File: config.mk
export PLATFORM = sky130hd
export DESIGN_NAME = tl_rx_read_handler_cpl_vc_arbiter
export DESIGN_NICKNAME = d
export VERILOG_FILES = /design/src/rtl/tl_rx_read_handler_cpl_vc_arbiter.sv
export SDC_FILE = /design/constraint.sdc
export NUM_CORES = 1
export LEC_CHECK = 0
export CAP_MARGIN = 20
export CORE_AREA = 2 2 39 41
export CTS_BUF_LIST = sky130_fd_sc_hd__clkbuf_16
export DETAILED_ROUTE_END_ITERATION = 12
export DIE_AREA = 0 0 41 43
export DONT_BUFFER_PORTS = 1
export REMOVE_ABC_BUFFERS = 1
export SYNTH_ARGS = -nofsm -noshare
export SYNTH_HDL_FRONTEND = slang
export SYNTH_SLANG_ARGS = --single-unit
File: constraint.sdc
create_clock -name i_clk -period 2.4 [get_ports i_clk]
set_input_delay 0.48 -clock i_clk [delete_from_list [all_inputs] [get_ports i_clk]]
set_output_delay 0.48 -clock i_clk [all_outputs]
set_load 0.01 [all_outputs]
File: src/rtl/tl_rx_read_handler_cpl_vc_arbiter.sv
`default_nettype none
// ============================================================================
// Module   : tl_rx_read_handler_cpl_vc_arbiter
// Purpose  : Round-robin sharing of the RX read-handler completion controller
//            between NUM_VC virtual-channel completion buffers. Steers the
//            granted VC's head-completion info to the controller and returns
//            the controller's read-pointer control bus to that VC only.
// Revision : 1.0 - initial release
// ============================================================================
module tl_rx_read_handler_cpl_vc_arbiter #(
    parameter int NUM_VC           = 2,
    parameter int CPL_FLAGS_WIDTH  = 2,
    parameter int PAYLOAD_LENGTH   = 10,
    parameter int R_CTRL_BUS_WIDTH = 5
) (
    input  logic                                 i_clk,
    input  logic                                 i_rst,
    input  logic [NUM_VC*CPL_FLAGS_WIDTH-1:0]    i_vc_cpl_empty_flags,
    input  logic [NUM_VC-1:0]                    i_vc_cpl_fmt_data_bit,
    input  logic [NUM_VC*PAYLOAD_LENGTH-1:0]     i_vc_cpl_length_field,
    input  logic [R_CTRL_BUS_WIDTH-1:0]          i_r_completion_ctrl,
    output logic [CPL_FLAGS_WIDTH-1:0]           o_cpl_empty_flags,
    output logic                                 o_cpl_fmt_data_bit,
    output logic [PAYLOAD_LENGTH-1:0]            o_cpl_length_field,
    output logic [NUM_VC*R_CTRL_BUS_WIDTH-1:0]   o_vc_r_completion_ctrl,
    output logic [NUM_VC-1:0]                    o_grant,
    output logic                                 o_grant_valid
);

    localparam int PTR_W = (NUM_VC > 1) ? $clog2(NUM_VC) : 1;

    localparam logic [1:0] c_st_idle    = 2'd0;
    localparam logic [1:0] c_st_granted = 2'd1;
    localparam logic [1:0] c_st_gap     = 2'd2;

    localparam logic [PTR_W-1:0] c_last_vc = PTR_W'(NUM_VC - 1);

    logic [1:0]        r_state;
    logic [PTR_W-1:0]  r_rr_ptr;
    logic [PTR_W-1:0]  r_grant_idx;
    logic [NUM_VC-1:0] r_grant;

    logic [NUM_VC-1:0] w_req;
    logic [PTR_W-1:0]  w_winner;
    logic [NUM_VC-1:0] w_winner_onehot;
    logic              w_granted;
    logic              w_hdr_inc;

    // First requester found scanning upward from ptr, wrapping at NUM_VC.
    function automatic logic [PTR_W-1:0] f_pick(input logic [NUM_VC-1:0] req,
                                                input logic [PTR_W-1:0]  ptr);
        logic [PTR_W-1:0] idx;
        logic             found;
        f_pick = ptr;
        found  = 1'b0;
        idx    = ptr;
        for (int i = 0; i < NUM_VC; i++) begin
            if (!found && req[idx]) begin
                found  = 1'b1;
                f_pick = idx;
            end
            idx = (idx == c_last_vc) ? '0 : idx + PTR_W'(1);
        end
    endfunction

    // A VC requests service only when its head header is present.
    always_comb begin
        w_req = '0;
        for (int k = 0; k < NUM_VC; k++) begin
            w_req[k] = ~i_vc_cpl_empty_flags[k*CPL_FLAGS_WIDTH + CPL_FLAGS_WIDTH - 1];
        end
    end

    // Round-robin winner and its one-hot form, used only to load the grant register.
    always_comb begin
        w_winner        = f_pick(w_req, r_rr_ptr);
        w_winner_onehot = '0;
        for (int k = 0; k < NUM_VC; k++) begin
            if (w_winner == PTR_W'(k)) begin
                w_winner_onehot[k] = 1'b1;
            end
        end
    end

    assign w_granted = (r_state == c_st_granted);
    assign w_hdr_inc = i_r_completion_ctrl[R_CTRL_BUS_WIDTH-1];

    // Arbitration FSM: IDLE arbitrates, GRANTED holds until hdr_inc, GAP lets buffer flags settle.
    always_ff @(posedge i_clk or posedge i_rst) begin
        if (i_rst) begin
            r_state     <= c_st_idle;
            r_rr_ptr    <= '0;
            r_grant_idx <= '0;
            r_grant     <= '0;
        end else begin
            case (r_state)
                c_st_idle: begin
                    if (|w_req) begin
                        r_state     <= c_st_granted;
                        r_grant_idx <= w_winner;
                        r_grant     <= w_winner_onehot;
                    end
                end
                c_st_granted: begin
                    if (w_hdr_inc) begin
                        r_state  <= c_st_gap;
                        r_grant  <= '0;
                        r_rr_ptr <= (r_grant_idx == c_last_vc) ? '0 : r_grant_idx + PTR_W'(1);
                    end
                end
                c_st_gap: begin
                    r_state <= c_st_idle;
                end
                default: begin
                    r_state <= c_st_idle;
                    r_grant <= '0;
                end
            endcase
        end
    end

    // Head-completion mux, selected only by the registered grant; idle value otherwise.
    always_comb begin
        o_cpl_empty_flags  = '1;
        o_cpl_fmt_data_bit = 1'b0;
        o_cpl_length_field = '0;
        if (w_granted) begin
            for (int k = 0; k < NUM_VC; k++) begin
                if (r_grant_idx == PTR_W'(k)) begin
                    o_cpl_empty_flags  = i_vc_cpl_empty_flags[k*CPL_FLAGS_WIDTH +: CPL_FLAGS_WIDTH];
                    o_cpl_fmt_data_bit = i_vc_cpl_fmt_data_bit[k];
                    o_cpl_length_field = i_vc_cpl_length_field[k*PAYLOAD_LENGTH +: PAYLOAD_LENGTH];
                end
            end
        end
    end

    // Control bus goes back to the granted VC only; everything else sees zero.
    generate
        for (genvar k = 0; k < NUM_VC; k++) begin : g_ctrl_demux
            assign o_vc_r_completion_ctrl[k*R_CTRL_BUS_WIDTH +: R_CTRL_BUS_WIDTH] =
                (w_granted && r_grant[k]) ? i_r_completion_ctrl : '0;
        end
    endgenerate

    assign o_grant       = r_grant;
    assign o_grant_valid = w_granted;

endmodule
`default_nettype wire
==> results of run 1 <==
cell type report:
cell class	instances	area (µm²)	share of cell area, %
clock buffers	3	75.07	12.50
inverters	4	15.01	2.500
multi-input cells	53	340.3	56.67
flip-flops and latches	6	150.1	25.00
well taps	16	20.02	3.333
sequential cells by signal, summed over array words and instances, names as in the netlist:
register	count
r_rr_ptr	1
r_grant_idx	1
o_grant	2
r_state	2
routing by layer:
layer  GRT usage (%)  wire [µm]  vias up
met5               0          0        -
met1           19.74        490      207
met4           8.000         26        0
met3           3.665         81        2
met2           22.50        589       31
li1                -          -      233
kinds of logic after synthesis:
group / after synthesis / share of synthesized area (%)
buffers and inverters: 8 / 7.547
multiplexers: 13 / 24.53
AO/OA/AOI/OAI: 7 / 9.670
AND/OR/NAND/NOR: 33 / 29.95
flip-flops: 6 / 28.30
where the power goes:
| part | switching (mW) | internal [mW] |
|---|---|---|
| clock network | 0.0582 | 0.214 |
| logic | 0.157 | 0.124 |
| registers | 0.106 | 0.140 |
layout by cell type (no fill, tap or decap):
cell | synthesis | final
a211oi_1 | 1 | 1
clkbuf_16 | 0 | 3
mux2i_1 | 13 | 13
nand2b_2 | 1 | 1
nor2_1 | 16 | 16
o21ai_0 | 2 | 2
inv_2 | 2 | 2
nor3_1 | 1 | 1
a2111oi_2 | 1 | 1
a21o_1 | 1 | 1
inv_1 | 2 | 2
nand3b_1 | 1 | 1
a21oi_1 | 1 | 1
nand2_1 | 4 | 4
o22ai_1 | 1 | 1
dfrtp_1 | 6 | 6
and3_1 | 10 | 10
worst max-delay path, cell delays in order (launching register included):
cell and delay (ns):
dfrtp_1 0.43, nand2b_2 0.32, inv_2 0.22, and3_1 0.24
worst max-delay path by stage:
stage | endpoint | cells after the start | slack, ns | start
finish | o_vc_r_completion_ctrl[9] | 3 | 0.48 | r_state[1]
global placement | o_vc_r_completion_ctrl[9] | 3 | 0.75 | r_state[1]
detailed placement | o_vc_r_completion_ctrl[5] | 3 | 0.71 | r_state[1]
floorplan | o_vc_r_completion_ctrl[0] | 3 | 0.84 | r_state[1]
CTS | o_vc_r_completion_ctrl[5] | 3 | 0.47 | r_state[1]
global route | o_vc_r_completion_ctrl[4] | 3 | 0.35 | r_state[1]
synth_stat cells (all sizes together):
library cell  number
a21o               1
nor3               1
a2111oi            1
nor2              16
o22ai              1
and3              10
nand3b             1
inv                4
mux2i             13
buf                4
nand2b             1
nand2              4
dfrtp              6
o21ai              2
a21oi              1
a211oi             1
through the flow:
step           hold WS, ns  instance area, µm²  instances
2_1_floorplan       0.2710               505.5         63
3_3_place_gp        0.3049               525.5         79
3_5_place_dp        0.3014               525.5         79
4_1_cts            0.05965               600.6         82
5_1_grt            0.07540               600.6         82
6_report           0.04979               600.6         82
==> flow_metrics.tcl, run 1 <==
set metrics [dict create \
    grt_pass1_wl_um 1835 \
    via_per_inst 5.768 \
    ys_types 18 \
    total_power_mw 0.7991 \
    max-vdd-ir-drop_mv 0.5506 \
    tns_ns 0 \
    fill_cells 138 \
    fin_crit_sh_pct 80.19 \
    cts-htree-levels 1 \
    nNetsFinal 101 \
    port_buffers 0 \
    max_freq_mhz 519.6 \
    r2r_start "r_state[1]" \
    worst_ep_arrival_time_ns 1.44 \
    synth_top_area_share_pct 28.30 \
    yosysWarningCount 0 \
    fp-row-count 14 \
    die_width_um 41 \
    gp_congestion 0.7262 \
    io_pins 59 \
    fin_ws_ns 0.4755 \
    timing.final.crit_period_ns 1.924 \
    area_delta_synth_final_pct 13.21 \
    worstSkewPairLatency_ns 0.23 \
    yosys.area.top_type "dfrtp_1" \
    cts-root-buf "clkbuf_16" \
    antenna_found_initial 0 \
    clock-sinks 6 \
    grt_max_degree 16 \
    grt_pass1_vias 434 \
    cts_tree "built" \
    cts_buffers 3 \
    hold_path_class "primary input to asynchronous set/reset pin" \
    antenna_cells 0 \
    post_cts_buffers 0 \
    worstMarginPinSlew_ns 0.6924 \
    ys_ff_latch 6 \
    fp.dieH_um 43 \
    die-area_um2 1763 \
    maxSlewViolCount 0 \
    max-cap-violations 0 \
    seq_area_frac_synth_pct 28.30 \
    cp-start-kind "flop" \
    slew_headroom_pct 53.84 \
    synth_area_leaders "dfrtp_1 28%, mux2i_1 25%, and3_1 12%" \
    finClkSkew_ns 0.002368 \
    track_usage_pct 15.27 \
    r2r-end "o_grant[0]" \
    synthesis.area_um2 530.5 \
    required_ns 1.92 \
    path_class "flop to primary output" \
    syn_inst 67 \
    drive_above_1_share_pct 10.61 \
    critPathMaxFanout 13 \
    final-hold-violation-count 0 \
    hpwl_um 951.6 \
    cts_buffer_depth 2 \
    endpoint_kind "primary output" \
    cts.clk_slew.worst_paths_ns 0.03 \
    status "finished, final reports clean" \
    p_leak_nw 0.3320 \
    drt_wl_total_um 1187 \
    r2r_slack_ns 1.25 \
    initial_core_util_pct 38.34 \
    cellPowerDensity_nw_per_um2 1331 \
    post-route-util_pct 43.40 \
    core_um2 1384 \
    cts_resized 0 \
    ant_nets 0 \
    drc 0 \
    setup_violations 0 \
    grt_setup_unrepaired "no" \
    wl_per_cell_um 14.48 \
    synth.avg_cell_area_um2 7.918 \
    drt_first_pass_iters 4 \
    num_vias 473 \
    drt_iter0_drc 6 \
    grt-ovfl-total 0 \
    reg2regPathDepth 3 \
    post-place-ws_ns 0.7136 \
    ctsHoldBuffers 0 \
]
Power figures use the tool's default switching activity.
==> run 2, diff against run 1 <==
==> constraint.sdc (replaced) <==
create_clock -name i_clk -period 1.9 [get_ports i_clk]
set_input_delay 0.38 -clock i_clk [delete_from_list [all_inputs] [get_ports i_clk]]
set_output_delay 0.38 -clock i_clk [all_outputs]
set_load 0.01 [all_outputs]
==> run 2 against run 1 <==
Against the previous run: sequential share of layout area is 0.81 points lower; design area is 3.3% higher; clock skew is 0.0011 ns lower; clock-buffer cell count stayed put; sequential power hardly changed; register-to-register slack worse by 0.50 ns; critical path depth stayed put; worst setup slack worse by 0.34 ns; sequential cell count stayed put; worst hold slack better by 0.20 ns; core utilization is 1.4 points higher; final cell count is 2.4% higher.
==> flow_metrics.tcl, run 2 (synthesis gave the netlist of run 1 again) <==
set metrics [dict create \
    status "finished, final reports clean" \
    grt_pass1_vias 441 \
    total_power_mw 1.023 \
    drt_first_pass_iters 4 \
    antenna_found_initial 0 \
    grt_pass1_wl_um 1911 \
    die-area_um2 1763 \
    drt_iter0_drc 6 \
    path_class "flop to primary output" \
    fill_cells 141 \
    io_pins 59 \
    drive_above_1_share_pct 11.76 \
    post_cts_buffers 0 \
    setup_violations 0 \
    core_um2 1384 \
    grt_setup_unrepaired "no" \
    cts-htree-levels 1 \
    critPathMaxFanout 13 \
    max-cap-violations 0 \
    max-vdd-ir-drop_mv 0.8389 \
    die_width_um 41 \
    worst_ep_arrival_time_ns 1.38 \
    ant_nets 0 \
    cellPowerDensity_nw_per_um2 1648 \
    hold_ws_ns 0.2524 \
    num_vias 482 \
    max_freq_mhz 567.3 \
    cts.clk_slew.worst_paths_ns 0.03 \
    layout_common_cells "16 x nor2_1, 13 x mux2i_1, 10 x and3_1, 6 x dfrtp_1, 4 x nand2_1" \
    slew_headroom_pct 72.93 \
    cp-start-kind "flop" \
    finClkSkew_ns 0.001231 \
    required_ns 1.52 \
    cts_tree "built" \
    antenna_cells 0 \
    nNetsFinal 103 \
    cts_buffer_depth 2 \
    cts_buffers 3 \
    hold_path_class "primary input to flop" \
    endpoint_kind "primary output" \
    final_common_cell "nor2_1" \
    port_buffers 0 \
    wl_per_cell_um 14.89 \
    worstMarginPinSlew_ns 0.4052 \
    cts-root-buf "clkbuf_16" \
    drc 0 \
    tns_ns 0 \
    hpwl_um 971.4 \
    drt_wl_total_um 1251 \
    worstSkewPairLatency_ns 0.23 \
    fp.dieH_um 43 \
    grt-ovfl-total 0 \
    fin_crit_sh_pct 92.77 \
    r2r_slack_ns 0.75 \
    grt_max_degree 16 \
    clock-sinks 6 \
    timing.final.crit_period_ns 1.763 \
    initial_core_util_pct 38.34 \
    area_delta_synth_final_pct 16.98 \
    fp-row-count 14 \
    p_leak_nw 0.3411 \
    gp_congestion 0.7422 \
    maxSlewViolCount 0 \
    final-hold-violation-count 0 \
    track_usage_pct 16.23 \
    via_per_inst 5.738 \
]
[run 2: cell type report]
cell class	instances	area, µm²	share of cell area [%]
clock buffer	3	75.07	12.10
sequential	6	150.1	24.19
multi-input combinational	53	340.3	54.84
inverter	4	17.52	2.823
tap	16	20.02	3.226
timing repair buffer	2	17.52	2.823
[run 2: what timing repair did]
action                                  in CTS  in global routing
endpoints found under the setup margin       0                 10
endpoints found under the hold margin        6                  0
hold buffers                                 1                  0
resized for setup                            0                  1
[run 2: power by group]
| part | internal (mW) | switching (mW) |
|---|---|---|
| clock | 0.270 | 0.0687 |
| sequential | 0.177 | 0.0684 |
| combinational | 0.170 | 0.268 |
[run 2: layer usage]
metal	global-route usage [%]	wire length, µm	up-vias
li1	-	-	234
met1	16.94	466	210
met2	27.50	656	38
met3	4.712	129	0
met4	8.000	0	0
met5	0	0	-
[run 2: final timing paths]
path | from | end | depth (start not counted)
hold reg to reg | r_rr_ptr | r_rr_ptr | 2
max in group asynchronous | i_rst | o_grant[0] | 2
min in group asynchronous | i_rst | r_grant_idx | 2
setup reg to reg | r_state[1] | o_grant[0] | 3
setup / recovery | r_state[1] | o_vc_r_completion_ctrl[5] | 3
hold / removal | i_r_completion_ctrl[4] | r_state[0] | 1
[run 2: critical path: stages (launching register included)]
cell and delay (ns):
dfrtp_1 0.43, nand2b_2 0.33, inv_4 0.17, and3_1 0.23
[run 2: stage by stage]
step	setup slack [ns]	cells	area [µm²]	util [%]
after floorplan	0.4444	63	505.5	-
after global placement	0.3627	80	533.0	38.52
after detailed placement	0.3312	80	533.0	38.52
after CTS	0.08397	84	618.1	44.67
after global routing	0.02202	84	620.6	44.85
final	0.1374	84	620.6	44.85
